[config.mk]
export PLATFORM = sky130hd
export DESIGN_NAME = psu_sequence_monitor
export DESIGN_NICKNAME = d
export VERILOG_FILES = /design/src/rtl/psu_mon_pkg.sv /design/src/rtl/psu_ctl_decode.sv /design/src/rtl/psu_sequence_monitor.sv
export SDC_FILE = /design/constraint.sdc
export NUM_CORES = 1
export LEC_CHECK = 0
export ABC_AREA = 0
export CORE_AREA = 2 2 94 73
export DETAILED_ROUTE_END_ITERATION = 10
export DIE_AREA = 0 0 96 75
export PLACE_DENSITY = 0.67
export SYNTH_ARGS = -nofsm -noshare
export SYNTH_HDL_FRONTEND = slang
export SYNTH_SLANG_ARGS = --single-unit
[constraint.sdc]
create_clock -name clk -period 4.2 [get_ports clk]
set_input_delay 1.05 -clock clk [delete_from_list [all_inputs] [get_ports clk]]
set_output_delay 1.05 -clock clk [all_outputs]
set_load 0.05 [all_outputs]
[src/rtl/psu_mon_pkg.sv]
// Shared types and constants for the PSU control-bus sequence monitor.
package psu_mon_pkg;

    localparam int PHASE_W = 2;

    typedef enum logic [1:0] {
        SEARCH = 2'd0,
        VERIFY = 2'd1,
        LOCKED = 2'd2
    } mon_state_t;

    localparam logic [1:0] ERR_NONE    = 2'd0;
    localparam logic [1:0] ERR_ILLEGAL = 2'd1;
    localparam logic [1:0] ERR_SEQ     = 2'd2;
    localparam logic [1:0] ERR_STRB    = 2'd3;

endpackage

[src/rtl/psu_ctl_decode.sv]
// Combinational decoder: maps a (ctl0, ctl1) sample back to (phase, step).
// A word is legal only if it exactly equals one of the 4*steps encodings,
// which implies exactly two bits set across both buses.
module psu_ctl_decode
    import psu_mon_pkg::*;
#(
    parameter int steps = 8
) (
    input  logic [steps:0]           ctl0,
    input  logic [steps:0]           ctl1,
    output logic                     legal,
    output logic [PHASE_W-1:0]       phase,
    output logic [$clog2(steps)-1:0] step
);

    localparam int SW = $clog2(steps);
    localparam logic [steps:0] ONE = {{steps{1'b0}}, 1'b1};
    localparam logic [steps:0] TOP = ONE << steps;

    logic [steps-1:0] w_m0;
    logic [steps-1:0] w_m1;
    logic [steps-1:0] w_m2;
    logic [steps-1:0] w_m3;

    // One exact-match comparator per (phase, step) encoding.
    genvar gi;
    generate
        for (gi = 0; gi < steps; gi++) begin : g_match
            assign w_m0[gi] = (ctl1 == ONE) && (ctl0 == (ONE << (gi + 1)));
            assign w_m1[gi] = (ctl0 == TOP) && (ctl1 == (ONE << (gi + 1)));
            assign w_m2[gi] = (ctl1 == TOP) && (ctl0 == (ONE << (steps - 1 - gi)));
            assign w_m3[gi] = (ctl0 == ONE) && (ctl1 == (ONE << (steps - 1 - gi)));
        end
    endgenerate

    // Encodings are mutually exclusive, so at most one match fires.
    always_comb begin
        legal = 1'b0;
        phase = '0;
        step  = '0;
        for (int j = 0; j < steps; j++) begin
            if (w_m0[j]) begin legal = 1'b1; phase = PHASE_W'(0); step = SW'(j); end
            if (w_m1[j]) begin legal = 1'b1; phase = PHASE_W'(1); step = SW'(j); end
            if (w_m2[j]) begin legal = 1'b1; phase = PHASE_W'(2); step = SW'(j); end
            if (w_m3[j]) begin legal = 1'b1; phase = PHASE_W'(3); step = SW'(j); end
        end
    end

endmodule

[src/rtl/psu_sequence_monitor.sv]
// Receive-side sequence checker for the PSU control bus.
// Decodes each sample, locks after lock_cycles in-order words and reports
// illegal words, sequence breaks and strobe mismatches while locked.
// Optional macro PSU_MON_ERR_CAPTURE_EN adds a first-error sample capture.
module psu_sequence_monitor
    import psu_mon_pkg::*;
#(
    parameter int steps       = 8,
    parameter int lock_cycles = 4,
    parameter int cnt_w       = 8
) (
    input  logic                     clk,
    input  logic                     rst_n,
    input  logic [steps:0]           ctl0,
    input  logic [steps:0]           ctl1,
    input  logic                     r0_w2_en,
    input  logic                     r1_w3_en,
    input  logic                     r2_w0_en,
    input  logic                     r3_w1_en,
    output logic                     locked,
    output logic [PHASE_W-1:0]       phase_o,
    output logic [$clog2(steps)-1:0] step_o,
    output logic                     err,
    output logic [1:0]               err_code,
    output logic [cnt_w-1:0]         err_count
`ifdef PSU_MON_ERR_CAPTURE_EN
    ,
    output logic [steps:0]           cap_ctl0,
    output logic [steps:0]           cap_ctl1,
    output logic [3:0]               cap_strb,
    output logic                     cap_valid
`endif
);

    localparam int SW = $clog2(steps);
    localparam logic [SW-1:0] LAST_STEP = SW'(steps - 1);
    localparam logic [7:0]    LOCK_N    = 8'(lock_cycles);

    logic                w_legal;
    logic [PHASE_W-1:0]  w_phase;
    logic [SW-1:0]       w_step;
    logic                w_last;
    logic [3:0]          w_strb;
    logic [3:0]          w_exp_strb;
    logic                w_in_seq;
    logic [1:0]          w_class;
    logic [PHASE_W-1:0]  w_succ_phase;
    logic [SW-1:0]       w_succ_step;

    mon_state_t          r_state;
    mon_state_t          w_state_next;
    logic [7:0]          r_match_cnt;
    logic [7:0]          w_cnt_next;
    logic                w_load_exp;
    logic                w_err_fire;

    logic [PHASE_W-1:0]  r_exp_phase;
    logic [SW-1:0]       r_exp_step;
    logic [PHASE_W-1:0]  r_phase;
    logic [SW-1:0]       r_step;
    logic                r_err;
    logic [1:0]          r_err_code;
    logic [cnt_w-1:0]    r_err_count;

    psu_ctl_decode #(.steps(steps)) u_decode (
        .ctl0  (ctl0),
        .ctl1  (ctl1),
        .legal (w_legal),
        .phase (w_phase),
        .step  (w_step)
    );

    // Strobes in {r3_w1, r2_w0, r1_w3, r0_w2} order; each fires only on the last step of its phase.
    assign w_strb     = {r3_w1_en, r2_w0_en, r1_w3_en, r0_w2_en};
    assign w_last     = (w_step == LAST_STEP);
    assign w_exp_strb = {w_last && (w_phase == PHASE_W'(0)),
                         w_last && (w_phase == PHASE_W'(3)),
                         w_last && (w_phase == PHASE_W'(2)),
                         w_last && (w_phase == PHASE_W'(1))};
    assign w_in_seq   = w_legal && (w_phase == r_exp_phase) && (w_step == r_exp_step);

    // Expected state only ever advances to the successor of the decoded word.
    assign w_succ_phase = w_last ? (w_phase + PHASE_W'(1)) : w_phase;
    assign w_succ_step  = w_last ? '0 : (w_step + SW'(1));

    // Error classification with illegal > sequence > strobe priority.
    always_comb begin
        w_class = ERR_NONE;
        if (!w_legal) begin
            w_class = ERR_ILLEGAL;
        end else if (!w_in_seq) begin
            w_class = ERR_SEQ;
        end else if (w_strb != w_exp_strb) begin
            w_class = ERR_STRB;
        end
    end

    // FSM state register.
    always_ff @(posedge clk or negedge rst_n) begin
        if (!rst_n) begin
            r_state <= SEARCH;
        end else begin
            r_state <= w_state_next;
        end
    end

    // FSM next-state and control decisions.
    always_comb begin
        w_state_next = r_state;
        w_cnt_next   = r_match_cnt;
        w_load_exp   = 1'b0;
        w_err_fire   = 1'b0;
        case (r_state)
            SEARCH: begin
                if (w_legal) begin
                    w_load_exp = 1'b1;
                    w_cnt_next = 8'd1;
                    if (lock_cycles == 1) begin
                        w_state_next = LOCKED;
                    end else begin
                        w_state_next = VERIFY;
                    end
                end
            end
            VERIFY: begin
                if (w_class == ERR_NONE) begin
                    w_load_exp = 1'b1;
                    w_cnt_next = r_match_cnt + 8'd1;
                    if ((r_match_cnt + 8'd1) == LOCK_N) begin
                        w_state_next = LOCKED;
                    end
                end else begin
                    w_cnt_next   = 8'd0;
                    w_state_next = SEARCH;
                end
            end
            LOCKED: begin
                if (w_class == ERR_NONE) begin
                    w_load_exp = 1'b1;
                end else begin
                    w_err_fire   = 1'b1;
                    w_cnt_next   = 8'd0;
                    w_state_next = SEARCH;
                end
            end
            default: begin
                w_cnt_next   = 8'd0;
                w_state_next = SEARCH;
            end
        endcase
    end

    // Datapath registers: expectation, decoded outputs and error reporting.
    always_ff @(posedge clk or negedge rst_n) begin
        if (!rst_n) begin
            r_match_cnt <= 8'd0;
            r_exp_phase <= '0;
            r_exp_step  <= '0;
            r_phase     <= '0;
            r_step      <= '0;
            r_err       <= 1'b0;
            r_err_code  <= ERR_NONE;
            r_err_count <= '0;
        end else begin
            r_match_cnt <= w_cnt_next;
            r_err       <= w_err_fire;
            if (w_load_exp) begin
                r_exp_phase <= w_succ_phase;
                r_exp_step  <= w_succ_step;
            end
            if (w_legal) begin
                r_phase <= w_phase;
                r_step  <= w_step;
            end
            if (w_err_fire) begin
                r_err_code <= w_class;
                if (r_err_count != '1) begin
                    r_err_count <= r_err_count + cnt_w'(1);
                end
            end
        end
    end

`ifdef PSU_MON_ERR_CAPTURE_EN
    logic [steps:0] r_cap_ctl0;
    logic [steps:0] r_cap_ctl1;
    logic [3:0]     r_cap_strb;
    logic           r_cap_valid;

    // Latch the first locked-state error sample; sticky until reset.
    always_ff @(posedge clk or negedge rst_n) begin
        if (!rst_n) begin
            r_cap_ctl0  <= '0;
            r_cap_ctl1  <= '0;
            r_cap_strb  <= '0;
            r_cap_valid <= 1'b0;
        end else if (w_err_fire && !r_cap_valid) begin
            r_cap_ctl0  <= ctl0;
            r_cap_ctl1  <= ctl1;
            r_cap_strb  <= w_strb;
            r_cap_valid <= 1'b1;
        end
    end

    assign cap_ctl0  = r_cap_ctl0;
    assign cap_ctl1  = r_cap_ctl1;
    assign cap_strb  = r_cap_strb;
    assign cap_valid = r_cap_valid;
`endif

    assign locked    = (r_state == LOCKED);
    assign phase_o   = r_phase;
    assign step_o    = r_step;
    assign err       = r_err;
    assign err_code  = r_err_code;
    assign err_count = r_err_count;

endmodule
==> impl_metrics.py <==
metrics = {
    "route": {
        "drtPass1Iterations": 5,
        "vias": 3197,
        "drc": 0,
        "viasPerCell": 5.82,
        "totalWireLength_um": 8840,
        "drtAntennaViolNets": 0,
        "drtIter0Drc": 191,
        "avgRoutedWirePerCell_um": 16.1,
    },
    "critical_path": {
        "crit_type": "primary input to register",
        "worst-path-max-fanout": 6,
        "endpoint_kind": "register",
        "crit_arrival_ns": 4.42,
        "cp.required_ns": 4.38,
        "path_buf_inv": 2,
        "max_stage_delay_ns": 0.63,
        "cp_common_cell": "ha_4",
        "cp-start-kind": "primary input",
        "critical-path-top-delay-family": "simple AND/OR/NAND/NOR gates",
        "crit_slowest_cell": "or4b_4",
        "crit_chain": "buf_6 > or4_4 > or4b_4 > o22ai_4 > nor3_4 > nand3_2 > ha_4 > ha_4 > o211ai_1 > o21a_1 > a221o_1 > and3_1 > nand4_1 > buf_4 > a31oi_1 > a41o_1",
    },
    "status": {
        "violations": "setup timing",
        "outcome": "complete, but fails checks",
    },
    "floorplanning": {
        "core_area_um2": 6220,
        "die_w_um": 96,
        "fp.dieArea_um2": 7200,
        "start_util_pct": 44.1,
        "row_count": 25,
        "die_y_um": 75,
        "ios": 41,
    },
    "sta": {
        "setup_slack_ns": -0.0414,
        "rsz0062_at_grt": "yes",
        "relSlewSlack_pct": 59.0,
        "drv_slew": 0,
        "period_share_pct": 101,
        "worst_slew_pin_slew_ns": 0.614,
        "setup-violations-final": 12,
        "min_period_ns": 4.24,
        "skew_ns": 0.00720,
        "max_clock_freq_ghz": 0.236,
        "hold_viol": 0,
    },
    "layout": {
        "instances_no_fill": 549,
        "drive_gt1_share_pct": 44.7,
        "areaGrowthSynthToFinish_pct": 62.9,
        "post-route-util_pct": 71.8,
        "nets": 500,
        "diodes": 0,
    },
    "clocking": {
        "cts-root-buf": "clkbuf_8",
        "numCtsBuffers": 5,
        "h-tree-depth": 2,
        "clk_pin_slew_ns": 0.06,
        "clk_latency_ns": 0.29,
        "ctsLongestPathBuffers": 2,
        "cts_tree": "built",
        "cts_hold_buffers": 0,
        "cts_sinks": 31,
    },
    "yosys": {
        "ys_seq_area_share_pct": 28.3,
        "ys_async_sr_fraction_pct": 100,
        "yosys_warnings": 0,
        "synth_nets": 349,
        "synth_top_area_share_pct": 28.3,
        "ys.flop_type": "dfrtp_1",
        "yosysTopAreaCell": "dfrtp_1",
        "ys_top_cells_by_count": "31 x dfrtp_1, 23 x nand3_1, 19 x nor2_1",
        "syn_inst": 317,
        "synth-edff-count": 0,
        "netlist_top_cells_area": "dfrtp_1 28%, nand3_1 4.2%, xnor2_1 3.8%",
        "synth-seq-cells": 31,
        "syn_area_um2": 2740,
        "avgSynthCellArea_um2": 8.65,
        "synthMostInstantiatedCell": "dfrtp_1",
        "yosysUniqueCellTypes": 65,
    },
    "global_routing": {
        "grt_max_degree": 32,
        "antenna_found_initial": 0,
        "track_usage_pct": 25.3,
        "grt_overflow_total": 0,
        "grt_pass1_wl_um": 14200,
        "grt_pass1_vias": 2937,
    },
    "power": {
        "p_leak_uw": 0.00200,
        "power.total_uw": 801,
        "vdd_drop_max_mv": 0.221,
        "powerDensity_nw_per_um2": 179,
    },
    "flow_run": {
        "drv_cap": 0,
    },
    "min_path": {
        "hold_path_class": "register to register",
    },
    "place": {
        "post-place-ws_ns": -0.879,
        "place.gp.congestion": 0.959,
        "dp_hpwl_um": 6540,
        "placed_cells": 528,
        "port_buffers": 40,
    },
}
worst paths after layout:
check	depth (start not counted)	slack, ns	startpoint	to
worst max-delay path	16	-0.04	ctl0[7]	r_match_cnt[5]
worst min-delay path	1	0.48	step_o[0]	step_o[0]
worst max register to register	6	2.04	r_state[0]	r_match_cnt[2]
worst min register to register	1	0.48	step_o[0]	step_o[0]
max in group asynchronous	2	2.75	rst_n	step_o[1]
min in group asynchronous	2	1.15	rst_n	err_count[5]
metal layers:
layer / global-route usage (%) / up-vias / wire length (µm)
li1: - / 1540 / -
met3: 5.61 / 12 / 531
met2: 36.3 / 98 / 3690
met1: 38.7 / 1547 / 4540
met4: 5.24 / 0 / 71
met5: 0 / - / 0
layout by cell type (no fill, tap or decap), types with 7 or more instances in the layout:
master and count:
buf_4 115, dfrtp_1 31, clkdlybuf4s50_1 22, nor2_1 18, nand3_1 16, nand4_1 13, nand2_1 12, inv_1 12
o21ai_0 12, xnor2_1 10, and3_1 10, nor3_1 8, a31oi_1 8, o22ai_1 7, nand3_2 7, xor2_1 7
buf_6 7
report_power, final:
part | switching [µW] | internal, µW | total, µW
Combinational | 124 | 110 | 234
Sequential | 13.5 | 308 | 322
Clock | 117 | 129 | 245
Total | 254 | 547 | 801
state kept, by name, summed over array words and instances, names as in the netlist:
signal,flops
step_o,3
r_exp_phase,2
r_exp_step,3
r_match_cnt,8
phase_o,2
err,1
r_state,2
err_count,8
err_code,2
area by class of cell:
class	count	area [µm²]
clock buffers	6	82.6
well taps	81	101
clock inverters	1	5.00
fillers	457	1760
inverters	13	48.8
multi-input cells	256	2160
flip-flops and latches	31	776
repair buffers	161	1290
what timing repair did:
action,4_1_cts,5_1_grt
setup buffers,7,7
pin swaps,19,17
endpoints found under the setup margin,26,25
endpoints found under the hold margin,0,0
gates resized for setup,63,26
metrics by stage:
step | instance area, µm² | hold WS [ns] | setup TNS (ns)
CTS | 4370 | 0.484 | 0
global route | 4470 | 0.501 | -2.41
detailed placement | 4100 | 0.470 | -21.73
floorplan | 2920 | 0.499 | -6.17
finish | 4470 | 0.477 | -0.329
global placement | 4100 | 0.459 | -16.77
logic make-up (layout without fill, tap and decap cells):
group | after synthesis | in the layout | synth area share (%)
simple gates | 146 | 146 | 33.0
compound gates | 74 | 74 | 20.1
flops | 31 | 31 | 28.3
buf+inv | 30 | 181 | 5.25
xor+xnor | 19 | 19 | 6.07
mux | 9 | 9 | 3.70
fa+ha+maj | 8 | 8 | 3.65
(Power assumes the default switching activity.)
